<file path="src/rtl/alu_pkg.sv">
// Shared encodings for the EX-stage execute unit: FSM states, decode codes, funct3 values.
package alu_pkg;

  typedef enum logic [2:0] {
    ST_IDLE,
    ST_EXEC,
    ST_SHIFT,
    ST_MUL,
    ST_DONE
  } state_t;

  localparam logic [1:0] CTRL_ADDR   = 2'b00;
  localparam logic [1:0] CTRL_ARITH  = 2'b01;
  localparam logic [1:0] CTRL_BRANCH = 2'b10;

  localparam logic [2:0] F3_ADD  = 3'b000;
  localparam logic [2:0] F3_SLL  = 3'b001;
  localparam logic [2:0] F3_SLT  = 3'b010;
  localparam logic [2:0] F3_SLTU = 3'b011;
  localparam logic [2:0] F3_XOR  = 3'b100;
  localparam logic [2:0] F3_SR   = 3'b101;
  localparam logic [2:0] F3_OR   = 3'b110;
  localparam logic [2:0] F3_AND  = 3'b111;
  localparam logic [2:0] F3_MUL  = 3'b000;

  localparam int OP_MEXT = 3;
  localparam int BR_REL  = 1;
  localparam int BR_UNS  = 0;

  function automatic logic is_shift_op(input logic [1:0] ctrl, input logic [3:0] op);
    return (ctrl == CTRL_ARITH) && !op[OP_MEXT] && (op[2:0] == F3_SLL || op[2:0] == F3_SR);
  endfunction

  function automatic logic is_mul_op(input logic [1:0] ctrl, input logic [3:0] op);
    return (ctrl == CTRL_ARITH) && op[OP_MEXT] && (op[2:0] == F3_MUL);
  endfunction

endpackage

</file>
<file path="src/rtl/alu_exec_unit_if.sv">
// Operand/decode request and result response channels of the execute unit.
interface alu_exec_unit_if #(parameter int XLEN = 32);
  logic            in_valid;
  logic            in_ready;
  logic [1:0]      control;
  logic [3:0]      alu_op;
  logic            flag;
  logic            eq;
  logic [XLEN-1:0] op_a;
  logic [XLEN-1:0] op_b;
  logic            out_valid;
  logic            out_ready;
  logic [XLEN-1:0] result;
  logic            taken;

  modport master (
    output in_valid, control, alu_op, flag, eq, op_a, op_b, out_ready,
    input  in_ready, out_valid, result, taken
  );

  modport slave (
    input  in_valid, control, alu_op, flag, eq, op_a, op_b, out_ready,
    output in_ready, out_valid, result, taken
  );
endinterface

</file>
<file path="src/rtl/alu_mul_iter.sv">
// Iterative shift-add multiplier, MUL_STEP multiplier bits per cycle; done pulses
// XLEN/MUL_STEP cycles after start, prod holds the low XLEN product bits until the next start.
module alu_mul_iter #(
  parameter int XLEN     = 32,
  parameter int MUL_STEP = 1
) (
  input  logic            clk,
  input  logic            rst,
  input  logic            start,
  input  logic [XLEN-1:0] a,
  input  logic [XLEN-1:0] b,
  output logic            done,
  output logic [XLEN-1:0] prod
);
  localparam int STEPS = XLEN / MUL_STEP;
  localparam int CW    = $clog2(STEPS + 1);

  logic [XLEN-1:0] mcand;
  logic [XLEN-1:0] mplier;
  logic [XLEN-1:0] acc_next;
  logic [CW-1:0]   cnt;
  logic            busy;

  always_comb begin
    acc_next = prod;
    for (int i = 0; i < MUL_STEP; i++) begin
      if (mplier[i]) acc_next = acc_next + (mcand << i);
    end
  end

  always_ff @(posedge clk or posedge rst) begin
    if (rst) begin
      mcand  <= '0;
      mplier <= '0;
      prod   <= '0;
      cnt    <= '0;
      busy   <= 1'b0;
      done   <= 1'b0;
    end else begin
      done <= 1'b0;
      if (start) begin
        mcand  <= a;
        mplier <= b;
        prod   <= '0;
        cnt    <= CW'(STEPS);
        busy   <= 1'b1;
      end else if (busy) begin
        prod   <= acc_next;
        mcand  <= mcand << MUL_STEP;
        mplier <= mplier >> MUL_STEP;
        cnt    <= cnt - 1'b1;
        if (cnt == CW'(1)) begin
          busy <= 1'b0;
          done <= 1'b1;
        end
      end
    end
  end
endmodule

</file>
<file path="src/rtl/alu_exec_unit.sv">
// EX-stage execute unit: one op in flight; simple ops 1 cycle, shifts 1+shamt, MUL 1+XLEN/MUL_STEP.
// in_ready only while idle; result held with out_valid until out_ready is seen.
module alu_exec_unit
  import alu_pkg::*;
#(
  parameter int XLEN     = 32,
  parameter int MUL_STEP = 1
) (
  input logic           clk,
  input logic           rst,
  alu_exec_unit_if.slave bus
);
  localparam int SHW = $clog2(XLEN);

  state_t          state;
  logic [XLEN-1:0] a_q;
  logic [XLEN-1:0] b_q;
  logic [1:0]      ctrl_q;
  logic [3:0]      op_q;
  logic            flag_q;
  logic            eq_q;
  logic [SHW-1:0]  cnt;
  logic            in_ready_q;
  logic            out_valid_q;
  logic [XLEN-1:0] result_q;
  logic            taken_q;

  logic [XLEN-1:0] res_c;
  logic            taken_c;
  logic [XLEN-1:0] sh_next;
  logic            mul_start;
  logic            mul_done;
  logic [XLEN-1:0] mul_prod;

  assign mul_start = bus.in_valid & in_ready_q & is_mul_op(bus.control, bus.alu_op);

  alu_mul_iter #(.XLEN(XLEN), .MUL_STEP(MUL_STEP)) u_mul (
    .clk   (clk),
    .rst   (rst),
    .start (mul_start),
    .a     (bus.op_a),
    .b     (bus.op_b),
    .done  (mul_done),
    .prod  (mul_prod)
  );

  always_comb begin
    res_c   = '0;
    taken_c = 1'b0;
    case (ctrl_q)
      CTRL_ARITH: begin
        if (!op_q[OP_MEXT]) begin
          case (op_q[2:0])
            F3_ADD:  res_c = flag_q ? (a_q - b_q) : (a_q + b_q);
            F3_SLT:  res_c = {{(XLEN-1){1'b0}}, ($signed(a_q) < $signed(b_q))};
            F3_SLTU: res_c = {{(XLEN-1){1'b0}}, (a_q < b_q)};
            F3_XOR:  res_c = a_q ^ b_q;
            F3_OR:   res_c = a_q | b_q;
            F3_AND:  res_c = a_q & b_q;
            default: res_c = '0;
          endcase
        end
      end
      CTRL_BRANCH: begin
        if (flag_q) taken_c = eq_q ^ (a_q == b_q);
        else if (op_q[BR_UNS]) taken_c = eq_q ^ (a_q >= b_q);
        else taken_c = eq_q ^ ($signed(a_q) >= $signed(b_q));
      end
      default: res_c = a_q + b_q;
    endcase
  end

  // a_q doubles as the shift register; the sign bit never moves on a right shift, giving SRA fill.
  always_comb begin
    sh_next = a_q >> 1;
    if (op_q[2:0] == F3_SLL) sh_next = a_q << 1;
    else if (flag_q) sh_next = {a_q[XLEN-1], a_q[XLEN-1:1]};
  end

  always_ff @(posedge clk or posedge rst) begin
    if (rst) begin
      state       <= ST_IDLE;
      a_q         <= '0;
      b_q         <= '0;
      ctrl_q      <= '0;
      op_q        <= '0;
      flag_q      <= 1'b0;
      eq_q        <= 1'b0;
      cnt         <= '0;
      in_ready_q  <= 1'b1;
      out_valid_q <= 1'b0;
      result_q    <= '0;
      taken_q     <= 1'b0;
    end else begin
      case (state)
        ST_IDLE: begin
          if (bus.in_valid) begin
            a_q        <= bus.op_a;
            b_q        <= bus.op_b;
            ctrl_q     <= bus.control;
            op_q       <= bus.alu_op;
            flag_q     <= bus.flag;
            eq_q       <= bus.eq;
            cnt        <= bus.op_b[SHW-1:0];
            in_ready_q <= 1'b0;
            if (is_mul_op(bus.control, bus.alu_op)) state <= ST_MUL;
            else if (is_shift_op(bus.control, bus.alu_op)) state <= ST_SHIFT;
            else state <= ST_EXEC;
          end
        end
        ST_EXEC: begin
          result_q    <= res_c;
          taken_q     <= taken_c;
          out_valid_q <= 1'b1;
          state       <= ST_DONE;
        end
        ST_SHIFT: begin
          if (cnt == '0) begin
            result_q    <= a_q;
            taken_q     <= 1'b0;
            out_valid_q <= 1'b1;
            state       <= ST_DONE;
          end else begin
            a_q <= sh_next;
            cnt <= cnt - 1'b1;
          end
        end
        ST_MUL: begin
          if (mul_done) begin
            result_q    <= mul_prod;
            taken_q     <= 1'b0;
            out_valid_q <= 1'b1;
            state       <= ST_DONE;
          end
        end
        ST_DONE: begin
          if (bus.out_ready) begin
            out_valid_q <= 1'b0;
            in_ready_q  <= 1'b1;
            state       <= ST_IDLE;
          end
        end
        default: state <= ST_IDLE;
      endcase
    end
  end

  assign bus.in_ready  = in_ready_q;
  assign bus.out_valid = out_valid_q;
  assign bus.result    = result_q;
  assign bus.taken     = taken_q;
endmodule

</file>
<file path="src/flat_wrapper.sv">
// flat-port wrapper written by rule: the top's interface ports become plain ports
module alu_exec_unit_flat import alu_pkg::*;
#(
  parameter int XLEN     = 32,
  parameter int MUL_STEP = 1
)
  (clk, rst, bus_in_valid, bus_control, bus_alu_op, bus_flag, bus_eq, bus_op_a, bus_op_b, bus_out_ready, bus_in_ready, bus_out_valid, bus_result, bus_taken);
  alu_exec_unit_if #(.XLEN(XLEN)) bus_i ();
  input logic clk;
  input logic rst;
  input wire logic [$bits(bus_i.in_valid)-1:0] bus_in_valid;
  input wire logic [$bits(bus_i.control)-1:0] bus_control;
  input wire logic [$bits(bus_i.alu_op)-1:0] bus_alu_op;
  input wire logic [$bits(bus_i.flag)-1:0] bus_flag;
  input wire logic [$bits(bus_i.eq)-1:0] bus_eq;
  input wire logic [$bits(bus_i.op_a)-1:0] bus_op_a;
  input wire logic [$bits(bus_i.op_b)-1:0] bus_op_b;
  input wire logic [$bits(bus_i.out_ready)-1:0] bus_out_ready;
  output wire logic [$bits(bus_i.in_ready)-1:0] bus_in_ready;
  output wire logic [$bits(bus_i.out_valid)-1:0] bus_out_valid;
  output wire logic [$bits(bus_i.result)-1:0] bus_result;
  output wire logic [$bits(bus_i.taken)-1:0] bus_taken;
  assign bus_i.in_valid = bus_in_valid;
  assign bus_i.control = bus_control;
  assign bus_i.alu_op = bus_alu_op;
  assign bus_i.flag = bus_flag;
  assign bus_i.eq = bus_eq;
  assign bus_i.op_a = bus_op_a;
  assign bus_i.op_b = bus_op_b;
  assign bus_i.out_ready = bus_out_ready;
  assign bus_in_ready = bus_i.in_ready;
  assign bus_out_valid = bus_i.out_valid;
  assign bus_result = bus_i.result;
  assign bus_taken = bus_i.taken;
  alu_exec_unit #(.XLEN(XLEN), .MUL_STEP(MUL_STEP)) u_core (.clk(clk), .rst(rst), .bus(bus_i));
endmodule
</file>
<file path="config.mk">
export PLATFORM = sky130hd
export DESIGN_NAME = alu_exec_unit_flat
export DESIGN_NICKNAME = d
export VERILOG_FILES = /design/src/rtl/alu_pkg.sv /design/src/rtl/alu_exec_unit_if.sv /design/src/rtl/alu_mul_iter.sv /design/src/rtl/alu_exec_unit.sv /design/src/flat_wrapper.sv
export SDC_FILE = /design/constraint.sdc
export NUM_CORES = 1
export LEC_CHECK = 0
export CORE_ASPECT_RATIO = 0.6
export CORE_MARGIN = 4
export CORE_UTILIZATION = 60
export CTS_CLUSTER_DIAMETER = 40
export DETAILED_ROUTE_END_ITERATION = 12
export GPL_ROUTABILITY_DRIVEN = 0
export MAX_ROUTING_LAYER = met4
export PLACE_DENSITY = 0.92
export SLEW_MARGIN = 10
export SYNTH_ARGS = -nofsm -noshare
export SYNTH_HDL_FRONTEND = slang
export SYNTH_SLANG_ARGS = --single-unit
</file>
<file path="constraint.sdc">
create_clock -name clk -period 8.44 [get_ports clk]
set_clock_uncertainty 0.05 [all_clocks]
set_input_delay 1.688 -clock clk [delete_from_list [all_inputs] [get_ports clk]]
set_output_delay 1.688 -clock clk [all_outputs]
set_load 0.005 [all_outputs]
</file>
== Yosys cells after proc, flatten, opt, wreduce, memory -nomap -nowiden ==
Cells that the tools add are included.

* Flip-flop bits (word level): 219
* Input port bits: 76
* Output and inout bits: 35
* Word-level logic and storage cells: 133

* $add $sub $neg: 5
* $lt $le $gt $ge: 4
* Equality and inequality tests: 23
* Multiplexer cells: 50
* Bitwise logic cells: 8
* Reductions and logical operators: 24

{| class="wikitable"
|+ Operator list
! operator !! count
|-
| $mux 32 || 15
|-
| $pmux 32 s6 || 1
|-
| $pmux 32 s2 || 2
|-
| $pmux 32 s3 || 1
|-
| $add 32x32->32 || 2
|-
| $ge 32x32->1 || 2
|-
| $lt 32x32->1 || 2
|-
| $and 32x32->32 || 1
|-
| $eq 32x32->1 || 1
|-
| $or 32x32->32 || 1
|-
| $sub 32x32->32 || 1
|-
| $xor 32x32->32 || 1
|-
| $mux 1 || 16
|-
| $eq 3x3->1 const B || 5
|-
| $mux 3 || 5
|-
| $pmux 3 s5 || 1
|-
| $eq 3x2->1 const B || 4
|-
| $mux 6 || 2
|-
| $reduce_and 4->1 || 3
|-
| $mux 5 || 2
|-
| $pmux 5 s2 || 1
|-
| $eq 3x1->1 const B || 3
|-
| $logic_not 3->1 || 3
|-
| $reduce_and 3->1 || 3
|-
| 22 further kinds || 36
|}

== Longest topological paths before layout ==
Gate-level depths: netlist (run 1).

* Depth in word-level cells: 7
* Mapped depth: 14
* Gate-level depth less buffers: 14

== Cells and area by module ==
Synthesis (run 1) repeated with hierarchy kept, for this count alone.

* Cells, all modules: 2,217
* Area, all modules: 17,555.6 µm²

{| class="wikitable"
|+ By module, submodules not included
! module !! times used !! cells an instance !! area each (µm²) !! seq. area each (µm²)
|-
| alu_exec_unit || 1 || 1,530 || 11,257.0 || 2,879.0
|-
| alu_mul_iter || 1 || 687 || 6,298.5 || 2,602.5
|}

== Worst setup path before layout (run 1) ==
No wires, ideal clock.

* Path type: in2reg
* Start point: in bus_control[1]
* End point: reg u_core.u_mul.mplier[2]
* Library setup time: 83 ps
* Arrival time: 3,441 ps
* Required time: 8,307 ps
* Slack: 4,866 ps
* Cell stages on the path: 6
* Path through: or3b_2 > nor4_2 > clkbuf_1 > clkbuf_1 > nand2_1 > o21ai_0

* Word-level cells in the longest chain between the ends: 5
* Elaborated cells between the ends (all ways): 6
* Those cells by class: 1 x eq/ne; 1 x mux; 1 x bitwise; 3 x reduce/logical

{| class="wikitable"
|+ Ends and longest elaborated chain
! what !! line !! source
|-
| start: declaration || flat_wrapper.sv:12 || <nowiki>input wire logic [$bits(bus_i.control)-1:0] bus_control;</nowiki>
|-
| $eq 2x1->1 (*) || alu_pkg.sv:35 || <nowiki>return (ctrl == CTRL_ARITH) && op[OP_MEXT] && (op[2:0] == F3_MUL);</nowiki>
|-
| $logic_and 1x1->1 (*) (2 in a row) || alu_pkg.sv:35 ||
|-
| $and 1x1->1 (*) || alu_exec_unit.sv:35 || <nowiki>assign mul_start = bus.in_valid & in_ready_q & is_mul_op(bus.control, bus.alu_op);</nowiki>
|-
| $mux 32 / $reduce_bool 2->1 (equally long branches) || n/a ||
|-
| end signal: assignment || alu_mul_iter.sv:50 || <nowiki>mplier <= mplier >> MUL_STEP;</nowiki>
|-
| end: declaration || alu_mul_iter.sv:19 || <nowiki>logic [XLEN-1:0] mplier;</nowiki>
|}

Every way passes the cells marked *; elsewhere a longest branch is shown, timed or not.
A chain may end at the register's enable or synchronous reset.

== Worst setup path in the final report (run 1) ==
* Start point: reg u_core.u_mul.mcand[0]
* End point: reg u_core.u_mul.prod[30]

* Word-level cells in the longest chain between the ends: 4

{| class="wikitable"
|+ Ends and longest elaborated chain
! what !! line !! source
|-
| start: declaration || alu_mul_iter.sv:18 || <nowiki>logic [XLEN-1:0] mcand;</nowiki>
|-
| start signal: assignment || alu_mul_iter.sv:49 || <nowiki>mcand <= mcand << MUL_STEP;</nowiki>
|-
| $add 32x32->32 || alu_mul_iter.sv:27 || <nowiki>if (mplier[i]) acc_next = acc_next + (mcand << i);</nowiki>
|-
| $mux 32 || alu_mul_iter.sv:27 ||
|-
| $mux 32 || alu_mul_iter.sv:47 || <nowiki>end else if (busy) begin</nowiki>
|-
| $mux 32 || alu_mul_iter.sv:41 || <nowiki>if (start) begin</nowiki>
|-
| end signal: assignment || alu_mul_iter.sv:48 || <nowiki>prod <= acc_next;</nowiki>
|-
| end: declaration || alu_mul_iter.sv:13 || <nowiki>output logic [XLEN-1:0] prod</nowiki>
|}

Every way passes these cells. The select of a mux whose other input is x is not followed.

==> impl_results.md, run 1 <==
- Status: finished, final reports clean
- Total Die Area: roughly 31000 um^2
- Mapped Nets: between 2k and 2.5k
- Arr. time, crit path: around 4.5 ns
- Die span in x: roughly 230 um
- Design internal power: approximately 4200 uW
- CTS Hold Bufs: 0
- Max stage delay on crit path: ~0.9 ns
- Initial antenna violation count: 1
- Largest net degree at the start of global routing: approximately 140
- Slew Viols, Final: 0
- CTS buffer count: 27
- Wirelength, routed: ~57000 um
- Share of cells above drive strength 1: approximately 5.4%
- Peak Freq: ~0.24 GHz
- Initial DRC Count: around 3.1k
- Number of synthesized flops with an enable pin: 0
- Postcts setup bufs: 0
- Worst path cell trace: ha_1 -> inv_1 -> fa_1 -> nand2b_1 -> a21oi_1 -> o211ai_1 -> a2111oi_1 -> o31ai_1 -> a21boi_1 -> nand4_1 -> a41oi_1 -> o21ai_0 -> mux2i_1 -> nand2_1
- Tcrit/Tclk final: 48.6%
- Initial Utilization: approximately 60%
- Worst vdd ir: around 0.00028 V
- Combinational power share: a little over three fifths
- DP Area: roughly 18000 um^2
- Post-layout min period: slightly above 4 ns
- Gr usage total: a little over a third
- DP Worst Slack: ~4.2 ns
- Setup CP Type: reg -> reg
- WP data required: 8.84 ns
- FP Rows: between 40 and 50
- Worst setup margin: 4.33 ns
- Mapped Cells: 2144
- CTS sink count: ~220
- Relative slew slack: around 28%
- Resize count post-CTS: 0
- Commonest non-fill, non-tap cell in the layout: nand2_1
- Hold Path Class: reg -> reg
- Vias: 17.3k
- CP delay by family, top: compound AO/OA/AOI/OAI gates
- Sw frac: about half
- Nets@finish: about 2.4k
- P per Cell Area: roughly 450 nW/um^2
- Core area: 27800 um^2
- Flip-flop and latch area: between 5000 and 6000 um^2
- TritonCTS clock tree: built
- CP Launch Type: flop
- Drt drc: 0
- Post-synthesis sequential area ratio: around 32%
- P_sw: 4370 uW
- Bufs and invs on worst path: 1
- Clk_lat worst skew: around 0.56 ns
- Static leakage: 0.00865 uW
- Final Hold Fails: 0
- Final setup viols: 0
- Clock Path Buffers: 3
- Die height: approximately 140 um
- Vias per cell: roughly 6.8
- IO Port Bufs: 110
- Synth Warn #: 0
- Synthesized flop and latch total: about 220
- Routed Antenna Nets: 0
- Clock power frac: roughly 14%
- Total negative slack: 0 ns
- CTS root buf: clkbuf_16
- Grt total ovfl: 0
- CTS H-tree depth: 1
- Avg WL per Cell: between 20 and 25 um
- # IOs: 111
- Layout area overhead: 12.3%
- Multi-input combinational cell area: roughly 11000 um^2
- DRT Pass-1 Iters: 7
- Crit path max fanout: 3
- Worst setup EP type: flop
- Synth async-reset ratio: 100%
- Clk slew on worst S/H paths: ~0.06 ns
- Syn avg cell area: roughly 8.0 um^2
- Fin area: 19200 um^2
- Max Cap Viol: 0
- First-pass GRT wire length: about 89000 um
- Syn Std Cell Area: 17100 um^2
- Fillers: about 2.2k
- Worst-Margin Slew: 1.08 ns
- Synth cell types: 92
- Half-perimeter wire length after placement: ~39000 um
- Commonest non-fill, non-tap cells in the layout: nand2_1, o21ai_0, dfrtp_1, a21oi_1, nor2_1
- Via count of the first global-routing pass: 16.5k
- RSZ-0062 raised after global routing: no
- Highest-delay cell along the critical path: a2111oi_1
- Sequential share of power: a little under a quarter
- Synth Flop Type: dfrtp_1
## kinds of logic after synthesis
family	after synthesis	share of synthesized area (%)
DFF	219	32.1
xor gates and xnor gates	84	4.31
and+or+nand+nor	657	16.7
buffers and inverters	262	6.15
muxes	90	5.29
adders and majority gates	136	10.1
AOI/OAI and AO/OA	696	25.4
## worst paths after layout
kind | from | to | slack [ns] | cells past startpoint
min | u_core.bus.result[14] | u_core.bus.result[14] | 0.44 | 2
min reg2reg | u_core.bus.result[14] | u_core.bus.result[14] | 0.44 | 2
min in group asynchronous | rst | u_core.b_q[24] | 1.71 | 2
max in group asynchronous | rst | u_core.op_q[0] | 4.92 | 3
max reg2reg | u_core.u_mul.mcand[0] | u_core.u_mul.prod[30] | 4.33 | 14
max | u_core.u_mul.mcand[0] | u_core.u_mul.prod[30] | 4.33 | 14
## worst register-to-register path: cells and delay by family (launching register included)
| family | cells | cell delay, ns |
|---|---|---|
| mux | 1 | 0.17 |
| fa+ha+maj | 2 | 0.59 |
| simple gates | 3 | 0.40 |
| compound gates | 7 | 2.37 |
| flops | 1 | 0.39 |
| buf+inv | 1 | 0.06 |
## synthesized netlist by cell type (all sizes together), types with 8 or more instances
library cell	number	share of area (%)
o21bai	17	0.75
nand2	318	7.0
nand3	23	0.67
clkbuf	120	2.6
a21o	27	1.2
o21ai	237	7.0
ha	133	9.8
a22o	12	0.62
a221oi	19	1.0
a31oi	15	0.59
nor2	197	4.3
inv	116	2.6
mux2i	89	5.2
nor3	21	0.62
nand2b	17	0.62
o21a	12	0.53
xnor2	64	3.3
a21oi	210	6.3
o211a	8	0.47
nor4	11	0.48
nor2b	15	0.55
buf	25	0.94
xor2	20	1.0
dfrtp	218	32
a311oi	9	0.46
o31ai	21	1.1
o211ai	10	0.47
a211oi	29	1.3
o22ai	9	0.33
## power groups by stage
stage | clock, uW | combinational, uW | sequential, uW
floorplan | 0 | 3940 | 1720
global placement | 0 | 4890 | 1890
detailed placement | 0 | 5120 | 1920
CTS | 1210 | 5190 | 1910
global route | 1270 | 5810 | 1980
finish | 1200 | 5430 | 1950
## per-layer routing
layer	global-route usage, %	wire [um]
met5	-	0
met4	15.0	3330
met1	48.5	21900
met2	51.3	23500
met3	9.65	7960
## per-stage QoR
step | hold slack (ns) | util [%] | std cells | power, uW
after global placement | 0.416 | 65.7 | 2497 | 6790
after CTS | 0.446 | 69.0 | 2546 | 8320
final | 0.437 | 69.0 | 2547 | 8580
after global routing | 0.464 | 69.0 | 2547 | 9050
after floorplan | 0.417 | - | 2144 | 5670
after detailed placement | 0.429 | 65.7 | 2497 | 7040
## cell type report
type	instances	share of cell area (%)
clock buffers	31	3.71
diodes	1	0.0131
repair buffers	131	6.57
inverters	117	2.33
well taps	367	2.40
clock inverters	18	1.06
flip-flops and latches	219	28.7
multi-input cells	1663	55.3
## registers in the layout, summed over array words and instances, names as in the netlist
register and count:
u_core.bus.taken 1, u_core.bus.result 32, u_core.cnt 5, u_core.op_q 4, u_core.bus.out_valid 1, u_core.state 3
u_core.u_mul.mcand 32, u_core.ctrl_q 2, u_core.eq_q 1, u_core.a_q 32, u_core.bus.in_ready 1, u_core.b_q 32
u_core.u_mul.cnt 6, u_core.u_mul.mplier 32, u_core.u_mul.done 1, u_core.u_mul.busy 1, u_core.flag_q 1, u_core.u_mul.prod 32
(Power assumes the default switching activity.)
==> run 2, diff against run 1 <==
==> constraint.sdc (replaced) <==
create_clock -name clk -period 3.95 [get_ports clk]
set_clock_uncertainty 0.05 [all_clocks]
set_input_delay 0.79 -clock clk [delete_from_list [all_inputs] [get_ports clk]]
set_output_delay 0.79 -clock clk [all_outputs]
set_load 0.005 [all_outputs]
==> run 2 against run 1 <==
Against the previous run: sequential power grew 110%; power increased by 120%; global-route usage grew 0.29 points; first-iteration DRC count up 5.5%; register-to-register slack got worse by 4.2 ns.
==> impl_results.md, run 2 (same netlist as run 1, synthesis figures left out) <==
- Status: finished, final reports clean
- DP Area: about 18000 um^2
- Tcrit/Tclk final: 95.9%
- Slew Viols, Final: 0
- Clock Path Buffers: 3
- Post-layout min period: ~3.8 ns
- Core area: about 28000 um^2
- Hold Path Class: reg -> reg
- Final Hold Fails: 0
- Met2 Use GR: roughly half
- Worst vdd ir: 0.000535 V
- Crit path max fanout: 4
- Die height: between 100 and 150 um
- Vias: between 15k and 20k
- Reg2Reg Depth: 13
- Gr usage total: roughly 36%
- Max stage delay on crit path: about 0.47 ns
- Worst R2R Start: u_core.b_q[0]
- Layout area overhead: 13.8%
- Max Cap Viol: 0
- CP dominant cell by count: o22ai_1
- Fin area: 19400 um^2
- Top Usage Layer GRT: met2
- Initial Utilization: 61.5%
- Hold worst-path end: u_core.bus.out_valid
- DRT Pass-1 Iters: 8
- Commonest non-fill, non-tap cells in the layout: nand2_1, o21ai_0, dfrtp_1, a21oi_1, nor2_1
- Hold path start: u_core.bus.out_valid
- Share of cells above drive strength 1: 6.32%
- # IOs: about 110
- Final setup viols: 0
- Highest-delay cell along the critical path: fa_1
- Reg2Reg Setup Slack: roughly 0.16 ns
- Worst path cell trace: ha_1 -> fa_1 -> a21oi_1 -> o21ai_0 -> a21oi_2 -> a21oi_4 -> a31oi_2 -> a211o_1 -> o211ai_2 -> o31ai_2 -> o22ai_1 -> o21a_1 -> o22ai_1
- Avg WL per Cell: 22.3 um
- Clk slew on worst S/H paths: around 0.07 ns
- Hold path cells: 2
- Wirelength, routed: between 50000 and 60000 um
- Routed Antenna Nets: 0
- CP Launch Type: flop
- TritonCTS clock tree: built
- Initial DRC Count: approximately 3.2k
- Fillers: about 2.1k
- Vias per cell: slightly below 7
- CTS sink count: 219
- Grt met3 use: a little over a tenth
- Relative slew slack: about 38%
- Final std cells w/o fill: approximately 2.6k
- Via count of the first global-routing pass: between 15k and 20k
- CTS Hold Bufs: 0
- Drt drc: 0
- CTS root buf: clkbuf_16
- Total negative slack: 0 ns
- Reg2Reg Capture Point: u_core.bus.result[28]
- Die span in x: 226 um
- Grt total ovfl: 0
- CTS H-tree depth: 1
- Worst-Margin Slew: around 0.93 ns
- Placed cell count: about 2.5k
- FP Rows: 47
- Worst setup EP type: flop
- Peak Freq: approximately 0.26 GHz
- Met1 Usage GRT: between 40% and 50%
- Nets@finish: around 2.4k
- Fin Hold WS: 0.435 ns
- Half-perimeter wire length after placement: ~40000 um
- Multi-input combinational cell area: 10600 um^2
- Flip-flop and latch area: roughly 5500 um^2
- Clk_lat worst skew: around 0.58 ns
- Total Die Area: between 30000 and 40000 um^2
- IO Port Bufs: 110
- First-pass GRT wire length: between 90000 and 100000 um
- Arr. time, crit path: between 4 and 5 ns
- Commonest non-fill, non-tap cell in the layout: nand2_1
- Initial antenna violation count: 0
- CTS buffer count: 28
- Setup CP Type: reg -> reg
- Largest net degree at the start of global routing: 122
- P per Cell Area: between 900 and 1000 nW/um^2
- WP data required: about 4.4 ns
- Static leakage: 0.00878 uW
## run 2: changes by cell type in the layout (fill, tap and decap cells not counted), moves of 3 or more
cell | previous run | this run
clkbuf_8 | 2 | 6
clkinv_2 | 5 | 1
buf_4 | 21 | 34
buf_12 | 0 | 4
inv_6 | 1 | 6
clkinv_4 | 4 | 1
clkinv_8 | 0 | 3
## run 2: final cells by class
| class | instances | area share, % |
|---|---|---|
| clock buffer | 34 | 4.03 |
| tap | 367 | 2.36 |
| antenna | 1 | 0.0129 |
| inverter | 117 | 2.28 |
| sequential | 219 | 28.3 |
| multi-input combinational | 1663 | 54.5 |
| timing repair buffer | 148 | 7.40 |
| clock inverter | 18 | 1.13 |
## run 2: worst max-delay path by stage
stage / slack (ns) / depth (start not counted) / start / end
floorplan: 0.26 / 1 / rst / u_core.a_q[0]
global placement: 0.37 / 13 / u_core.a_q[16] / u_core.bus.result[24]
detailed placement: 0.19 / 13 / u_core.a_q[16] / u_core.bus.result[24]
CTS: 0.16 / 13 / u_core.a_q[16] / u_core.bus.result[24]
global route: -0.002 / 12 / u_core.u_mul.mcand[1] / u_core.u_mul.prod[31]
finish: 0.16 / 13 / u_core.b_q[0] / u_core.bus.result[28]
## run 2: worst max-delay path: cells and delay by family, from the launching register on
family          cells  cell delay (ns)
compound gates     11             2.48
fa+ha+maj           2             0.76
flops               1             0.40
## run 2: per-stage QoR
step	worst slack, ns	utilization, %	total power [uW]
after detailed placement	0.186	66.3	15200
final	0.162	70.0	18700
after floorplan	0.257	-	12100
after global placement	0.368	66.3	14600
after global routing	-0.00179	70.0	19700
after CTS	0.163	69.9	18100
## run 2: power breakdown
part / switching [uW] / internal (uW) / leakage (uW)
Clock: 1160 / 1590 / 0.000485
Combinational: 7310 / 4460 / 0.00551
Sequential: 1090 / 3100 / 0.00279
## run 2: metal layers
layer,vias to the layer above,wire length [um]
met2,1416,23600
met4,0,3850
met3,395,7960
met1,8078,21800
li1,7575,-
met5,-,0
## run 2: what timing repair did
item	4_1_cts	5_1_grt
setup buffers	0	0
resized for setup	0	2
setup endpoints to repair	0	2
